===== config.mk =====
export PLATFORM = sky130hd
export DESIGN_NAME = lfsr_enc_seq
export DESIGN_NICKNAME = d
export VERILOG_FILES = /design/src/rtl/lfsr_enc_pkg.sv /design/src/rtl/lfsr_enc_seq.sv
export SDC_FILE = /design/constraint.sdc
export NUM_CORES = 1
export LEC_CHECK = 0
export CAP_MARGIN = 20
export CORE_UTILIZATION = 25
export DETAILED_ROUTE_END_ITERATION = 10
export GPL_TIMING_DRIVEN = 0
export SLEW_MARGIN = 10
export SYNTH_ARGS = -nofsm -noshare
export SYNTH_HDL_FRONTEND = slang
export SYNTH_SLANG_ARGS = --single-unit

===== constraint.sdc =====
create_clock -name clk -period 2.75 [get_ports clk]
set_input_delay 0.55 -clock clk [delete_from_list [all_inputs] [get_ports clk]]
set_output_delay 0.55 -clock clk [all_outputs]
set_load 0.05 [all_outputs]

===== src/rtl/lfsr_enc_pkg.sv =====
// rtl/lfsr_enc_pkg.sv - shared states and constants for the lfsr encryption sequencer
package lfsr_enc_pkg;

    typedef enum logic [2:0] {
        IDLE     = 3'd0,
        RD_PRE   = 3'd1,
        RD_TAPS  = 3'd2,
        RD_START = 3'd3,
        LOAD     = 3'd4,
        PRE      = 3'd5,
        MSG      = 3'd6,
        DONE     = 3'd7
    } state_t;

    localparam logic [7:0] PRE_ADDR   = 8'd61;
    localparam logic [7:0] TAPS_ADDR  = 8'd62;
    localparam logic [7:0] START_ADDR = 8'd63;
    localparam logic [7:0] PAD_CHAR   = 8'h5F;

endpackage


===== src/rtl/lfsr_enc_seq.sv =====
// rtl/lfsr_enc_seq.sv - sequencer: load lfsr6 from config bytes, write padded preamble and encrypted message
module lfsr_enc_seq
    import lfsr_enc_pkg::*;
#(
    parameter int unsigned MSG_LEN  = 50,
    parameter int unsigned MAX_PRE  = 14,
    parameter int unsigned OUT_BASE = 64
) (
    input  logic       clk,
    input  logic       init,
    input  logic       go,
    output logic [7:0] raddr,
    output logic [7:0] waddr,
    output logic       write_en,
    output logic [7:0] data_in,
    input  logic [7:0] data_out,
    output logic       LFSR_en,
    output logic       load_LFSR,
    output logic [5:0] taps,
    output logic [5:0] start,
    input  logic [5:0] LFSR,
    output logic       busy,
    output logic       done
);

    localparam logic [7:0] BASE8    = 8'(OUT_BASE);
    localparam logic [7:0] MAXPRE8  = 8'(MAX_PRE);
    localparam logic [7:0] LAST_MSG = 8'(MSG_LEN - 1);

    state_t     state_q, state_d;
    logic [7:0] pre_len_q, pre_len_d;
    logic [5:0] taps_q, taps_d;
    logic [5:0] start_q, start_d;
    logic [7:0] k_q, k_d;
    logic [7:0] j_q, j_d;

    assign taps  = taps_q;
    assign start = start_q;

    always_comb begin
        state_d   = state_q;
        pre_len_d = pre_len_q;
        taps_d    = taps_q;
        start_d   = start_q;
        k_d       = k_q;
        j_d       = j_q;
        raddr     = 8'd0;
        waddr     = BASE8;
        write_en  = 1'b0;
        data_in   = 8'd0;
        LFSR_en   = 1'b0;
        load_LFSR = 1'b0;
        busy      = (state_q != IDLE) && (state_q != DONE);
        done      = (state_q == DONE);

        unique case (state_q)
            IDLE: begin
                if (go) state_d = RD_PRE;
            end
            RD_PRE: begin
                raddr     = PRE_ADDR;
                pre_len_d = (data_out > MAXPRE8) ? MAXPRE8 : data_out;
                state_d   = RD_TAPS;
            end
            RD_TAPS: begin
                raddr   = TAPS_ADDR;
                taps_d  = data_out[5:0];
                state_d = RD_START;
            end
            RD_START: begin
                raddr   = START_ADDR;
                start_d = data_out[5:0];
                state_d = LOAD;
            end
            LOAD: begin
                load_LFSR = 1'b1;
                k_d       = 8'd0;
                j_d       = 8'd0;
                state_d   = (pre_len_q != 8'd0) ? PRE : MSG;
            end
            PRE: begin
                write_en = 1'b1;
                waddr    = BASE8 + k_q;
                data_in  = PAD_CHAR ^ {2'b00, LFSR};
                LFSR_en  = 1'b1;
                if (k_q == pre_len_q - 8'd1) state_d = MSG;
                else                         k_d     = k_q + 8'd1;
            end
            MSG: begin
                raddr    = j_q;
                write_en = 1'b1;
                waddr    = BASE8 + pre_len_q + j_q;
                data_in  = data_out ^ {2'b00, LFSR};
                LFSR_en  = 1'b1;
                if (j_q == LAST_MSG) state_d = DONE;
                else                 j_d     = j_q + 8'd1;
            end
            DONE: begin
                state_d = DONE;
            end
            default: state_d = IDLE;
        endcase

        // init masks every strobe in the same cycle so a mid-run reset never lands a write
        if (init) begin
            write_en  = 1'b0;
            LFSR_en   = 1'b0;
            load_LFSR = 1'b0;
            busy      = 1'b0;
            done      = 1'b0;
        end
    end

    always_ff @(posedge clk) begin
        if (init) begin
            state_q   <= IDLE;
            pre_len_q <= 8'd0;
            taps_q    <= 6'd0;
            start_q   <= 6'd0;
            k_q       <= 8'd0;
            j_q       <= 8'd0;
        end else begin
            state_q   <= state_d;
            pre_len_q <= pre_len_d;
            taps_q    <= taps_d;
            start_q   <= start_d;
            k_q       <= k_d;
            j_q       <= j_d;
        end
    end

endmodule


==> impl_metrics.tcl, run 1 <==
set metrics [dict create \
    nets 450 \
    clock_sinks 39 \
    drt_iter0_drc 99 \
    dieWidth_um 106 \
    post-route-period-util_pct 111 \
    worstPathRequired_ns 2.20 \
    clkLatencyLatePin_ns 0.30 \
    hold_viol 0 \
    hp-class "register to register" \
    dpl_cell_area_um2 3450 \
    arrival_ns 2.49 \
    synthesis.area_um2 2700 \
    gr-total-overflow 0 \
    switchingPower_mw 0.507 \
    fillerInstances 1098 \
    async_flop_share_pct 0 \
    synth_compound_area_share_pct 17.6 \
    routed_via_density 5.02 \
    max-vdd-ir-drop_v 0.000330 \
    initial_utilization_pct 25.9 \
    rows 37 \
    grt_max_degree 15 \
    antenna_found_initial 0 \
    startpoint "pre_len_q[1]" \
    pwr-share-clk_pct 33.6 \
    final_core_util_pct 36.0 \
    r2r_cells 7 \
    wire_per_inst_um 15.1 \
    max_stage_delay_ns 0.36 \
    track_usage_pct 15.2 \
    drv_cap 0 \
    post-route-cell-area_um2 3750 \
    firstDrtPassIters 4 \
    drv_slew 0 \
    netlist_instances 341 \
    pwr-share-comb_pct 26.9 \
    dp.cells 533 \
    rsz0062_at_grt "yes" \
    finalNonFillerCells 551 \
    min_path_cells 2 \
    regToRegStartpoint "pre_len_q[2]" \
    start_kind "register" \
    die_h_um 106 \
    max_freq_ghz 0.329 \
    cp_cell_sequence "ha_4, ha_4, fa_2, a21o_1, a21oi_2, o21bai_1, a21oi_1, xnor2_1, o22ai_2, buf_6" \
    relSlewSlack_pct 43.4 \
    synth_nets 377 \
    place.gp.congestion 0.820 \
    synthAdderAreaFrac_pct 9.08 \
    multi_input_area_um2 1890 \
    ys_ff_latch 39 \
    h-tree-depth 2 \
    cp_max_fo 2 \
    drive_gt1_share_pct 21.7 \
    wl_um 8310 \
    grt_pass1_wl_um 13500 \
    finalCriticalPeriod_ns 3.04 \
    min_from "taps[1]" \
    worst_pin_slew_ns 0.843 \
    ant_nets 0 \
    synth-seq-area-share_pct 28.9 \
    remaining_drc_errors 0 \
    ios 58 \
    p_leak_nw 1.48 \
    synth-edff-count 0 \
    total_power_mw 1.51 \
    area_delta_synth_final_pct 38.8 \
    timing.hold.ws_ns 0.500 \
    pre_cts_slack_ns -0.942 \
    synth_mux_area_share_pct 4.82 \
    synthFlopType "dfxtp_1" \
    final_common_cell "nor2_1" \
    synth_xor_xnor_area_share_pct 6.49 \
    tns_ns -0.481 \
    critPathCaptureType "output pin" \
    synth-simple-area-share_pct 28.4 \
    synth_top_family_by_area "simple AND/OR/NAND/NOR gates" \
    grt_pass1_vias 2689 \
    core_area_um2 10400 \
    clockRootBuffer "clkbuf_8" \
    final_cell_mix "42 x nor2_1, 31 x nand2_1, 30 x dfxtp_1" \
    cts_inserted_buffers 5 \
    power_density_nw_per_um2 403 \
    dp_hpwl_um 6220 \
    placement.io_buffers 56 \
    yosys_warnings 0 \
    ctsLongestPathBuffers 2 \
    cts_tree "yes" \
    vias 2765 \
    post_synth.cell_area_avg_um2 7.92 \
    insertedDiodeCount 0 \
    violations "negative setup slack" \
    crit_type "register to output pin" \
    ff_latch_area_um2 810 \
    critPathMostFrequentCell "ha_4" \
    die_area_um2 11200 \
    slowest_stage "dfxtp_4" \
    finalSetupViolCount 3 \
    fin_skew_ns 0.00895 \
    netSwitchingFraction_pct 33.6 \
    p_int_mw 1.00 \
    status "complete, but fails checks" \
    seqPwrFrac_pct 39.5 \
    path_clk_slew_ns 0.09 \
    layout_setup_ws_ns -0.290 \
    ys_types 51 \
]
[worst max-delay path, delay by kind of cell (launching register included)]
kind / cells / cell delay (ns)
AO/OA/AOI/OAI: 5 / 0.80
XOR/XNOR: 1 / 0.11
adder cells (fa/ha/maj): 3 / 0.74
buffers and inverters: 1 / 0.18
flip-flops: 1 / 0.36
[logic make-up after synthesis]
logic type	after synthesis
AOI/OAI and AO/OA	70
xor gates and xnor gates	20
adders and majority gates	19
buffers and inverters	33
DFF	39
muxes	13
and+or+nand+nor	147
[path summary, 6_finish.rpt]
| path | end | slack (ns) |
|---|---|---|
| setup / recovery | waddr[7] | -0.29 |
| hold / removal | taps[1] | 0.50 |
| setup reg to reg | k_q[7] | 0.20 |
| hold reg to reg | taps[1] | 0.50 |
[power groups by stage]
stage | combinational, mW | sequential [mW] | clock, mW
2_1_floorplan | 0.243 | 0.631 | 0
3_3_place_gp | 0.385 | 0.614 | 0
3_5_place_dp | 0.388 | 0.615 | 0
4_1_cts | 0.400 | 0.597 | 0.517
5_1_grt | 0.435 | 0.599 | 0.541
6_report | 0.406 | 0.597 | 0.508
[cell type report]
type,instances,area share [%]
Multi-Input combinational cell,269,50.5
Sequential cell,39,21.6
Timing Repair Buffer,70,16.8
Tap cell,136,4.54
Buffer,16,2.07
Clock buffer,5,1.84
Inverter,13,1.40
Clock inverter,3,1.27
[flip-flops by register name (all words and copies together), names as in the netlist]
register and count:
j_q 8, k_q 8, pre_len_q 8, start 6
taps 6, state_q 3
[repair_timing]
item | 4_1_cts | 5_1_grt
gates resized for setup | 135 | 20
setup endpoints to repair | 29 | 22
pin swaps | 13 | 12
buffers inserted | 12 | 3
hold buffers | 0 | 0
[synthesized netlist by cell type, types with 3 or more instances]
master    instances  area share, %
a21o_1            5            1.4
a21oi_1          21            3.9
a22o_1            3           0.97
a31oi_1           6            1.4
and2_1            6            1.4
and3_1            4           0.93
clkbuf_1         18            2.5
dfxtp_1          39             29
ha_1             18            8.3
inv_1            13            1.8
mux2i_1          13            4.8
nand2_1          31            4.3
nand2b_1          5            1.2
nand3_1           5           0.93
nand3b_1          9            2.5
nand4_1           7            1.6
nor2_1           43            6.0
nor2b_1           5            1.2
nor3_1           11            2.0
nor4_1            4           0.93
o21ai_0          13            2.4
o22ai_1           4           0.93
or2_2             3           0.70
xnor2_1          12            3.9
xor2_1            8            2.6
[metal layers]
| layer | wire [µm] | vias to the layer above | track usage (%) | part of all wire, % |
|---|---|---|---|---|
| met2 | 3960 | 56 | 25.5 | 48 |
| met5 | 0 | - | 0 | 0 |
| li1 | - | 1350 | - | - |
| met3 | 269 | 12 | 2.76 | 3.2 |
| met4 | 134 | 0 | 5.06 | 1.6 |
| met1 | 3950 | 1347 | 19.5 | 47 |
Power figures use the tool's default switching activity.
==> run 2, diff against run 1 <==
MAX_ROUTING_LAYER = met4   (was not set)
SKIP_CTS_REPAIR_TIMING = 1   (was not set)
==> run 2 against run 1 <==
The run still ends with negative setup slack left. Non-clock buffer count is the same. Design area shrank 0.90%. Cell count is the same.
==> impl_metrics.tcl, run 2 (same netlist as run 1, synthesis figures left out) <==
set metrics [dict create \
    post-route-period-util_pct 111 \
    pre_cts_slack_ns -0.942 \
    core_area_um2 10400 \
    total_power_mw 1.52 \
    arrival_ns 2.49 \
    tns_ns -0.511 \
    regToRegStartpoint "pre_len_q[2]" \
    max_freq_ghz 0.329 \
    final_cell_mix "42 x nor2_1, 31 x nand2_1, 31 x dfxtp_1" \
    drv_cap 0 \
    layout_setup_ws_ns -0.291 \
    final_common_cell "nor2_1" \
    finalNonFillerCells 551 \
    top_regs "j_q (8), k_q (8), pre_len_q (8)" \
    fillerInstances 1101 \
    worst_pin_slew_ns 0.824 \
    insertedDiodeCount 0 \
    remaining_drc_errors 0 \
    cts_inserted_buffers 5 \
    min_from "taps[2]" \
    dr_wl_met2_um 4070 \
    ant_nets 0 \
    maxUsedRoutingLayer "met4" \
    fin_skew_ns 0.00908 \
    dp_hpwl_um 6220 \
    p_leak_nw 1.55 \
    die_h_um 106 \
    grt_max_degree 15 \
    dp.cells 533 \
    die_area_um2 11200 \
    clkLatencyLatePin_ns 0.30 \
    antenna_found_initial 0 \
    start_kind "register" \
    dieWidth_um 106 \
    pwr-share-comb_pct 27.1 \
    nets 450 \
    critPathCaptureType "output pin" \
    startpoint "pre_len_q[1]" \
    hp-class "register to register" \
    placement.io_buffers 56 \
    cp_max_fo 3 \
    status "complete, but fails checks" \
    clock_sinks 39 \
    clockRootBuffer "clkbuf_8" \
    h-tree-depth 2 \
    p_int_mw 1.01 \
    rows 37 \
    drt_iter0_drc 88 \
    grt_pass1_wl_um 13300 \
    vias 2789 \
    r2r-end "k_q[7]" \
    ctsLongestPathBuffers 2 \
    worstPathRequired_ns 2.20 \
    wire_per_inst_um 15.2 \
    path_clk_slew_ns 0.09 \
    r2r_cells 7 \
    ios 58 \
    netSwitchingFraction_pct 33.4 \
    crit_type "register to output pin" \
    track_usage_pct 15.3 \
    pwr-share-clk_pct 33.4 \
    hold_viol 0 \
    switchingPower_mw 0.508 \
    power_density_nw_per_um2 409 \
    violations "negative setup slack" \
    firstDrtPassIters 4 \
    gr-total-overflow 0 \
    cts_tree "yes" \
    relSlewSlack_pct 44.6 \
    rrSetupSlack_ns 0.19 \
    initial_utilization_pct 25.9 \
    endpoint "waddr[7]" \
    wl_met1_um 3810 \
    final_core_util_pct 35.7 \
    wl_um 8370 \
    seqPwrFrac_pct 39.4 \
    area_delta_synth_final_pct 37.5 \
    route.met3.wl_um 347 \
    max-vdd-ir-drop_v 0.000326 \
    finalCriticalPeriod_ns 3.04 \
    rsz0062_at_grt "yes" \
    routed_via_density 5.06 \
    grt_pass1_vias 2618 \
    place.gp.congestion 0.832 \
    drive_gt1_share_pct 20.2 \
    drv_slew 0 \
    finalSetupViolCount 3 \
]
## run 2: per-layer routing
layer,vias up,global-route usage (%)
met5,-,-
met4,0,4.76
met3,16,2.51
met2,71,25.0
met1,1345,19.4
li1,1357,-
## run 2: final cells by class
| class | instances | area (µm²) | share of cell area, % |
|---|---|---|---|
| clock buffer | 5 | 68.8 | 1.85 |
| timing repair buffer | 68 | 599 | 16.1 |
| buffer | 18 | 86.3 | 2.32 |
| clock inverter | 3 | 47.5 | 1.28 |
| inverter | 13 | 48.8 | 1.31 |
| sequential | 39 | 806 | 21.7 |
| multi-input combinational | 269 | 1890 | 50.8 |
| tap | 136 | 170 | 4.58 |
## run 2: worst min-delay path by stage
stage	depth (start not counted)	to
floorplan	2	pre_len_q[6]
global placement	2	taps[3]
detailed placement	2	taps[1]
CTS	2	taps[1]
global route	2	taps[2]
finish	2	taps[2]
## run 2: power groups by stage
| stage | Clock [mW] | Combinational (mW) | Sequential (mW) |
|---|---|---|---|
| global placement | 0 | 0.385 | 0.614 |
| global route | 0.542 | 0.444 | 0.601 |
| finish | 0.508 | 0.412 | 0.599 |
| floorplan | 0 | 0.243 | 0.631 |
| CTS | 0.518 | 0.391 | 0.602 |
| detailed placement | 0 | 0.388 | 0.615 |
## run 2: worst max-delay path, stage by stage, from the launching register on
cell and delay [ns]:
dfxtp_4 0.37, ha_4 0.24, ha_4 0.16, fa_2 0.36, a21o_1 0.18, a21oi_2 0.16, o21bai_1 0.08, a21oi_1 0.16
xnor2_1 0.11, o22ai_2 0.19, buf_6 0.18
## run 2: stage by stage
stage / instance area (µm²) / hold slack [ns]
global placement: 3450 / 0.480
finish: 3710 / 0.503
detailed placement: 3450 / 0.482
global route: 3710 / 0.537
floorplan: 2720 / 0.495
CTS: 3570 / 0.507
